<file path="config.mk">
export PLATFORM = sky130hd
export DESIGN_NAME = uart_frame_ctrl
export DESIGN_NICKNAME = d
export VERILOG_FILES = /design/src/rtl/uart_frame_pkg.sv /design/src/rtl/uart_frame_timeout.sv /design/src/rtl/uart_frame_ctrl.sv
export SDC_FILE = /design/constraint.sdc
export NUM_CORES = 1
export LEC_CHECK = 0
export CAP_MARGIN = 20
export CORE_MARGIN = 2
export CORE_UTILIZATION = 49
export DETAILED_ROUTE_END_ITERATION = 16
export PLACE_DENSITY = 0.79
export SLEW_MARGIN = 25
export SYNTH_ARGS = -nofsm -noshare
export SYNTH_HDL_FRONTEND = slang
export SYNTH_SLANG_ARGS = --single-unit
</file>
<file path="constraint.sdc">
create_clock -name clk -period 1.6 [get_ports clk]
set_input_delay 0.16 -clock clk [delete_from_list [all_inputs] [get_ports clk]]
set_output_delay 0.16 -clock clk [all_outputs]
set_load 0.02 [all_outputs]
</file>
<file path="src/rtl/uart_frame_pkg.sv">
// Shared types and constants for the UART frame sequencer: state encoding, error codes, default SYNC marker.
package uart_frame_pkg;

    typedef enum logic [2:0] {
        ST_IDLE,
        ST_LEN,
        ST_PAYLOAD,
        ST_CSUM,
        ST_DONE,
        ST_ERR
    } state_t;

    localparam logic [1:0] ERR_NONE    = 2'd0;
    localparam logic [1:0] ERR_LEN     = 2'd1;
    localparam logic [1:0] ERR_CSUM    = 2'd2;
    localparam logic [1:0] ERR_TIMEOUT = 2'd3;

    localparam logic [7:0] DEFAULT_SYNC_BYTE = 8'hA5;

endpackage

</file>
<file path="src/rtl/uart_frame_timeout.sv">
// Inter-byte watchdog: loads on every accepted byte, counts down while a frame is open, flags expiry at zero.
// Expiry is combinational from the counter so the controller can let a same-cycle byte win.
module uart_frame_timeout #(
    parameter logic [15:0] TIMEOUT_CYC = 16'h1B00
) (
    input  logic clk,
    input  logic res,
    input  logic load,
    input  logic run,
    output logic expired
);

    logic [15:0] cnt_q;

    always_ff @(posedge clk) begin
        if (res) begin
            cnt_q <= '0;
        end else if (load) begin
            cnt_q <= TIMEOUT_CYC;
        end else if (run && (cnt_q != 16'd0)) begin
            cnt_q <= cnt_q - 16'd1;
        end
    end

    assign expired = run && (cnt_q == 16'd0);

endmodule

</file>
<file path="src/rtl/uart_frame_ctrl.sv">
// Frame sequencer behind the UART receiver: SYNC, LEN, payload, checksum; writes payload and pulses done/err.
// Optional inter-byte timeout compiled in with UART_FRAME_TIMEOUT_EN; all outputs registered, one cycle after take.
module uart_frame_ctrl
    import uart_frame_pkg::*;
#(
    parameter logic [7:0]  SYNC_BYTE   = DEFAULT_SYNC_BYTE,
    parameter int          MAX_LEN     = 16,
    parameter int          ADDR_W      = 4,
    parameter logic [15:0] TIMEOUT_CYC = 16'h1B00
) (
    input  logic              clk,
    input  logic              res,
    input  logic              take,
    input  logic [7:0]        din,
    output logic              wr_en,
    output logic [ADDR_W-1:0] wr_addr,
    output logic [7:0]        wr_data,
    output logic [7:0]        frame_len,
    output logic              frame_done,
    output logic              frame_err,
    output logic [1:0]        err_code,
    output logic              busy
);

    localparam logic [7:0] MAX_LEN_B = 8'(MAX_LEN);

    state_t            state_q, state_d;
    logic [7:0]        len_q, len_d;
    logic [7:0]        sum_q, sum_d;
    logic [7:0]        cnt_q, cnt_d;
    logic              wr_en_d, frame_done_d, frame_err_d, busy_d;
    logic [ADDR_W-1:0] wr_addr_d;
    logic [7:0]        wr_data_d, frame_len_d;
    logic [1:0]        err_code_d;
    logic              in_frame;
    logic              tmo_expired;

    assign in_frame = (state_q == ST_LEN) || (state_q == ST_PAYLOAD) || (state_q == ST_CSUM);

`ifdef UART_FRAME_TIMEOUT_EN
    logic tmo_load;

    // Reload on the SYNC that opens a frame and on every byte inside it.
    assign tmo_load = take && (in_frame || ((state_q == ST_IDLE) && (din == SYNC_BYTE)));

    uart_frame_timeout #(
        .TIMEOUT_CYC (TIMEOUT_CYC)
    ) u_timeout (
        .clk     (clk),
        .res     (res),
        .load    (tmo_load),
        .run     (in_frame),
        .expired (tmo_expired)
    );
`else
    logic unused_timeout_cfg;

    assign unused_timeout_cfg = ^TIMEOUT_CYC;
    assign tmo_expired        = 1'b0;
`endif

    always_comb begin
        state_d      = state_q;
        len_d        = len_q;
        sum_d        = sum_q;
        cnt_d        = cnt_q;
        wr_en_d      = 1'b0;
        wr_addr_d    = wr_addr;
        wr_data_d    = wr_data;
        frame_len_d  = frame_len;
        frame_done_d = 1'b0;
        frame_err_d  = 1'b0;
        err_code_d   = err_code;

        unique case (state_q)
            ST_IDLE: begin
                if (take && (din == SYNC_BYTE)) begin
                    state_d = ST_LEN;
                end
            end
            ST_LEN: begin
                if (take) begin
                    if ((din == 8'd0) || (din > MAX_LEN_B)) begin
                        state_d     = ST_ERR;
                        frame_err_d = 1'b1;
                        err_code_d  = ERR_LEN;
                    end else begin
                        state_d = ST_PAYLOAD;
                        len_d   = din;
                        sum_d   = din;
                        cnt_d   = 8'd0;
                    end
                end else if (tmo_expired) begin
                    state_d     = ST_ERR;
                    frame_err_d = 1'b1;
                    err_code_d  = ERR_TIMEOUT;
                end
            end
            ST_PAYLOAD: begin
                if (take) begin
                    wr_en_d   = 1'b1;
                    wr_addr_d = cnt_q[ADDR_W-1:0];
                    wr_data_d = din;
                    sum_d     = sum_q + din;
                    cnt_d     = cnt_q + 8'd1;
                    if (cnt_q == (len_q - 8'd1)) begin
                        state_d = ST_CSUM;
                    end
                end else if (tmo_expired) begin
                    state_d     = ST_ERR;
                    frame_err_d = 1'b1;
                    err_code_d  = ERR_TIMEOUT;
                end
            end
            ST_CSUM: begin
                if (take) begin
                    if (din == sum_q) begin
                        state_d      = ST_DONE;
                        frame_done_d = 1'b1;
                        frame_len_d  = len_q;
                    end else begin
                        state_d     = ST_ERR;
                        frame_err_d = 1'b1;
                        err_code_d  = ERR_CSUM;
                    end
                end else if (tmo_expired) begin
                    state_d     = ST_ERR;
                    frame_err_d = 1'b1;
                    err_code_d  = ERR_TIMEOUT;
                end
            end
            // Pulse cycle: any byte arriving here is dropped, never taken as SYNC.
            ST_DONE, ST_ERR: begin
                state_d = ST_IDLE;
            end
            default: begin
                state_d = ST_IDLE;
            end
        endcase

        busy_d = (state_d != ST_IDLE);
    end

    always_ff @(posedge clk) begin
        if (res) begin
            state_q    <= ST_IDLE;
            len_q      <= '0;
            sum_q      <= '0;
            cnt_q      <= '0;
            wr_en      <= 1'b0;
            wr_addr    <= '0;
            wr_data    <= '0;
            frame_len  <= '0;
            frame_done <= 1'b0;
            frame_err  <= 1'b0;
            err_code   <= ERR_NONE;
            busy       <= 1'b0;
        end else begin
            state_q    <= state_d;
            len_q      <= len_d;
            sum_q      <= sum_d;
            cnt_q      <= cnt_d;
            wr_en      <= wr_en_d;
            wr_addr    <= wr_addr_d;
            wr_data    <= wr_data_d;
            frame_len  <= frame_len_d;
            frame_done <= frame_done_d;
            frame_err  <= frame_err_d;
            err_code   <= err_code_d;
            busy       <= busy_d;
        end
    end

endmodule

</file>
Word-level counts from Yosys, hierarchy flattened
Index checks and enable logic that the tools add are counted.
{"block": "classes", "add_sub_neg": 3, "order_cmp": 1, "n_eq_ne": 12, "mux": 28, "bitwise_logic": 4, "n_reduce_logical": 14}
{"operator": "$mux 8", "n": 6}
{"operator": "$pmux 8 s2", "n": 2}
{"operator": "$mux 3", "n": 6}
{"operator": "$eq 8x8->1", "n": 2}
{"operator": "$pmux 3 s4", "n": 1}
{"operator": "$ne 2x2->1 const B", "n": 5}
{"operator": "$add 8x1->8 const B", "n": 1}
{"operator": "$add 8x8->8", "n": 1}
{"operator": "$eq 8x8->1 const B", "n": 1}
{"operator": "$gt 8x5->1 const B", "n": 1}
{"operator": "$logic_not 8->1", "n": 1}
{"operator": "$mux 2", "n": 4}
{"operator": "$sub 8x1->8 const B", "n": 1}
{"operator": "$mux 1", "n": 7}
{"operator": "$eq 3x2->1 const B", "n": 2}
{"operator": "$reduce_and 3->1", "n": 2}
{"operator": "$reduce_and 5->1", "n": 1}
{"operator": "$not 1->1", "n": 4}
{"operator": "$pmux 2 s2", "n": 1}
{"operator": "$reduce_and 4->1", "n": 1}
{"operator": "$reduce_bool 2->1", "n": 2}
{"operator": "$eq 3x1->1 const B", "n": 1}
{"operator": "$logic_not 3->1", "n": 1}
{"operator": "$reduce_bool 3->1", "n": 1}
{"operator": "7 further kinds", "n": 7}
{"block": "word_totals", "reg_bits": 53, "in_bits": 11, "output_inout_bits": 26}

Logic depth before layout (Yosys ltp)
{"block": "depth", "depth_word": 6, "mapped_depth": 9}

Worst setup path before layout
No wires, ideal clock.
{"block": "synth_path", "path_type": "register to register", "start": "register sum_q[4]", "end": "register frame_len[0]", "arrival_time_ns": 1.606, "setup_slack_ns": -0.134, "stages_incl_launch_ff": 8, "path_buffers": 1, "synth_period_minus_slack_ns": 1.734, "cell_sequence": "dfxtp_1 -> ha_1 -> nor4_1 -> and3_1 -> and4_1 -> buf_4 -> mux2i_1 -> nor2_1"}
{"block": "synth_between", "elab_chain_len": 2}
{"element": "start: declaration", "line": "uart_frame_ctrl.sv:29", "source": "logic [7:0] sum_q, sum_d;"}
{"element": "start signal: assignment", "line": "uart_frame_ctrl.sv:161", "source": "sum_q <= sum_d;"}
{"element": "$eq 8x8->1", "line": "uart_frame_ctrl.sv:117", "source": "if (din == sum_q) begin"}
{"element": "$reduce_and 3->1 (no line)"}
{"element": "end signal: assignment", "line": "uart_frame_ctrl.sv:166", "source": "frame_len <= frame_len_d;"}
{"element": "end: declaration", "line": "uart_frame_ctrl.sv:18", "source": "output logic [7:0] frame_len,"}
Every way passes these cells.
A chain may end at the register's enable or synchronous reset.

Final worst setup path
{"block": "layout_path", "start": "register sum_q[0]", "end": "register frame_len[0]"}
The elaborated chain is that of the path after synthesis.

==> summary by stage <==
Global routing
The residual overflow from global routing is 0. The number of global-route vias before repair was 2468. The global router's overall resource usage is 0.244.

The number of antenna violations at the first check in global routing was 0. The first global-routing pass estimated 11700 um of wire. Entering global routing, the biggest net connects 22 pins.

STA
Hold is met by 0.424 ns. The number of pins exceeding their max-slew limit in the final report is 0. The fraction of the cycle the final worst path needs is 1.12. At the pin with the least slew margin, the transition time is 0.414 ns.

The maximum operating frequency is 0.557 GHz. The post-layout worst setup margin is -0.196 ns. The worst slew margin relative to its limit is 0.722. For the final routed database, the setup TNS stands at -2.14 ns. The time the final worst path needs with I/O delays and setup is 1.80 ns. Setup violations remaining at the end of the flow were counted as 16. The clock tree skew after final layout is 0.00250 ns. The final hold violation count is 0.

Setup repair after global routing could not meet its margin everywhere.

Synthesis
The number of warnings issued by yosys is 0. The cell count after synthesis came out at 309. Ranked by total cell area, the synthesized netlist is headed by dfxtp_1 40%, nor2_1 6.1%, nand2_1 6.0%. The flop and latch count out of synthesis is 53. The most used flip-flop cell after synthesis is dfxtp_1. The post-synthesis cell type count is 47.

The post-synthesis cell area is 2640 sq um. The post-synthesis async set-or-reset flop share is 0. The cell type with the highest aggregate area in the netlist is dfxtp_1.

A synthesized cell averages 8.55 sq um. The area share of the largest cell type after synthesis is 0.402. For this run, the register share of the synthesized area comes to 0.402. The number of flops mapped to enable cells by yosys is 0. The total nets after synthesis is 330.

Drt
The number of violations reported at the end of detailed-routing iteration 0 is 205. The remaining number of nets flagged by the antenna check after routing is 0. The final route contains 2576 vias. Using the TritonRoute via totals, the vias-per-cell ratio works out to 5.54.

The average routed wire per standard cell is 16.4 um. The routed wire length is 7630 um. After detailed routing, the number of remaining DRC violations is 0. The pre-antenna-repair detailed-routing pass consisted of 4 iterations.

Critical path
The count of buffering cells on the critical path with inverters included is 1. The launching point of the worst reg2reg path is sum_q[0]. STA classifies the critical path startpoint as a register. The worst setup path category is register to register.

Walking the worst path, the cells encountered are ha_4, nor4_4, and3_4, and4_4, buf_12, mux2i_1, nor2_1. In this run the worst setup path begins at sum_q[0]. The critical path capture point is frame_len[0]. The setup slack on the worst flop-to-flop path is -0.20 ns. The total stage count of the critical path is 7. STA puts the critical path data arrival time at 2.02 ns.

Among cell families on the critical path, the largest total delay comes from simple AND/OR/NAND/NOR gates. The worst-path cell with the longest stage delay is dfxtp_2. For this run, the slowest stage of the critical path takes 0.35 ns. STA classifies the critical path endpoint as a register.

The biggest fanout along the worst timing path is 9. The capturing point of the worst reg2reg path is frame_len[0]. For the worst flop-to-flop path, the logic depth is 7. At the worst endpoint, the required time is 1.82 ns.

Clocking
The TritonCTS clock tree is yes. The clock input transition at the sequential cells of the worst setup and hold paths is 0.10 ns. In this run the clock root is driven by a clkbuf_8. The total clock buffers created by CTS is 5. For this design, the CTS-stage hold fixing added 0 buffers. Clock tree synthesis found a total of 53 sinks. At the later pin of the worst-skew pair, clock insertion delay measures 0.32 ns. The number of buffers between clock root and the deepest sink is 2.

In this run the number of H-tree levels came out at 2.

Outcome
The checks that failed: setup timing. The run finished, with violations left.

Final layout
The fraction of final layout cells sized beyond drive strength 1 is 0.271. At the end of the flow, the number of nets in the layout was 415. The total inserted antenna cells is 0. The end-of-flow core utilization is 0.740. The filler cells instantiated in the layout total 395. The area growth from synthesis to layout is 44.0%. The final non-filler cell total is 465.

Floorplan
In this run the core area contains 26 standard-cell rows. Measured along the y axis, the die boundary spans 77.4 um. The die is 77.4 um wide. The initial core utilization is 0.514.

The area of the die is 5990 sq um. The floorplan step defined a core boundary enclosing 5140 sq um. The count of boundary I/O pins is 37.

Power
The leakage power is 1.47 nW. The total power after layout is 2.34 mW. The peak ir drop on the vdd network is 0.000493 V. For this design the ratio of total power to cell area is 615 nW/um^2.

Min path
The worst hold path belongs to the class primary input to register.

Placed design
The placer's final routability congestion estimate is 0.898. After detailed placement, the design holds a cell count of 451. The count of buffers inserted at the top-level ports is 36. The sum of net half-perimeters after detailed placement is 5070 um.

Flow run
The count of maximum capacitance violations is 0.
## layout by cell type (no fill, tap or decap), drive strengths merged, types with 4 or more instances in the layout
master	n
and3	6
a21oi	24
inv	10
nand3	9
nand4	8
clkdlybuf4s50	31
clkbuf	6
nor2b	5
dfxtp	53
nand2	44
a211oi	4
nor4	5
dlygate4sd2	5
buf	57
nor3	8
xor2	12
ha	9
mux2i	14
o21ai	5
nor2	43
xnor2	11
## state kept, by name, indices dropped and copies added (netlist names)
signal / count
busy: 1
len_q: 8
frame_done: 1
state_q: 3
wr_data: 8
err_code: 2
frame_err: 1
cnt_q: 8
frame_len: 8
wr_addr: 4
wr_en: 1
sum_q: 8
## power breakdown
group          internal, mW  switching [mW]  total (mW)
clock                 0.317           0.502       0.819
combinational        0.0948           0.107       0.202
sequential             1.32        0.000501        1.32
## layout make-up
cell class	count	area, sq um	share of cell area
sequential	53	1070	0.281
timing repair buffer	94	871	0.229
tap	70	87.6	0.0230
inverter	9	33.8	0.00888
clock inverter	3	25.0	0.00658
multi-input combinational	231	1650	0.433
clock buffer	5	68.8	0.0181
## per-layer routing
layer / track usage / wire length [um] / vias to the layer above
met3: 0.0419 / 479 / 15
met1: 0.324 / 3290 / 1233
met4: 0.113 / 144 / 0
met5: 0 / 0 / -
met2: 0.388 / 3720 / 103
li1: - / - / 1225
## per-stage QoR
| step | setup slack [ns] | cell area (sq um) |
|---|---|---|
| 6_report | -0.196 | 3800 |
| 5_1_grt | -0.254 | 3800 |
| 4_1_cts | -0.158 | 3680 |
| 3_5_place_dp | -0.693 | 3500 |
| 3_3_place_gp | -0.632 | 3500 |
| 2_1_floorplan | -0.0709 | 2720 |
## repair_timing
item,CTS,global route
cloned,0,1
pin swaps,18,14
hold endpoints to repair,0,0
gates resized for setup,19,23
buffers inserted,6,1
setup endpoints to repair,38,33
## cell usage after synthesis (2+ instances only)
master     n
o21ai_0    5
buf_2      5
nor2b_1    5
nand2b_1   2
a311oi_1   2
nor2_1    43
and3_1     6
o21a_1     2
ha_1       9
a21oi_1   23
o211ai_1   2
buf_4      3
clkbuf_1   5
nand3_1    8
nor3_1     8
xnor2_1   11
mux2i_1   14
dfxtp_1   53
nand4_1    8
nor4_1     4
a211oi_1   3
o31a_1     2
nand2_1   42
buf_6      2
xor2_1    12
inv_1      9
## logic make-up after synthesis
kind of cell | count (synthesis) | share of synthesized area
adder cells (fa/ha/maj) | 10 | 0.0502
flip-flops | 53 | 0.402
AND/OR/NAND/NOR | 136 | 0.246
XOR/XNOR | 23 | 0.0763
buffers and inverters | 25 | 0.0478
AO/OA/AOI/OAI | 48 | 0.125
multiplexers | 14 | 0.0531
## tightest hold or removal path: stages
cell	delay [ns]
dlygate4sd2_1	0.28
buf_6	0.16
nand2_1	0.06
a21oi_1	0.05
## worst min-delay path by stage
stage | endpoint | slack (ns) | startpoint | cells past startpoint
after floorplan | wr_data[0] | 0.30 | din[0] | 2
after global placement | wr_data[3] | 0.44 | wr_data[3] | 2
after detailed placement | wr_data[1] | 0.45 | wr_data[1] | 2
after CTS | wr_data[3] | 0.46 | din[3] | 4
after global routing | wr_data[3] | 0.43 | din[3] | 4
final | wr_data[3] | 0.42 | din[3] | 4
Note: power is estimated with default switching activity, not from simulation.
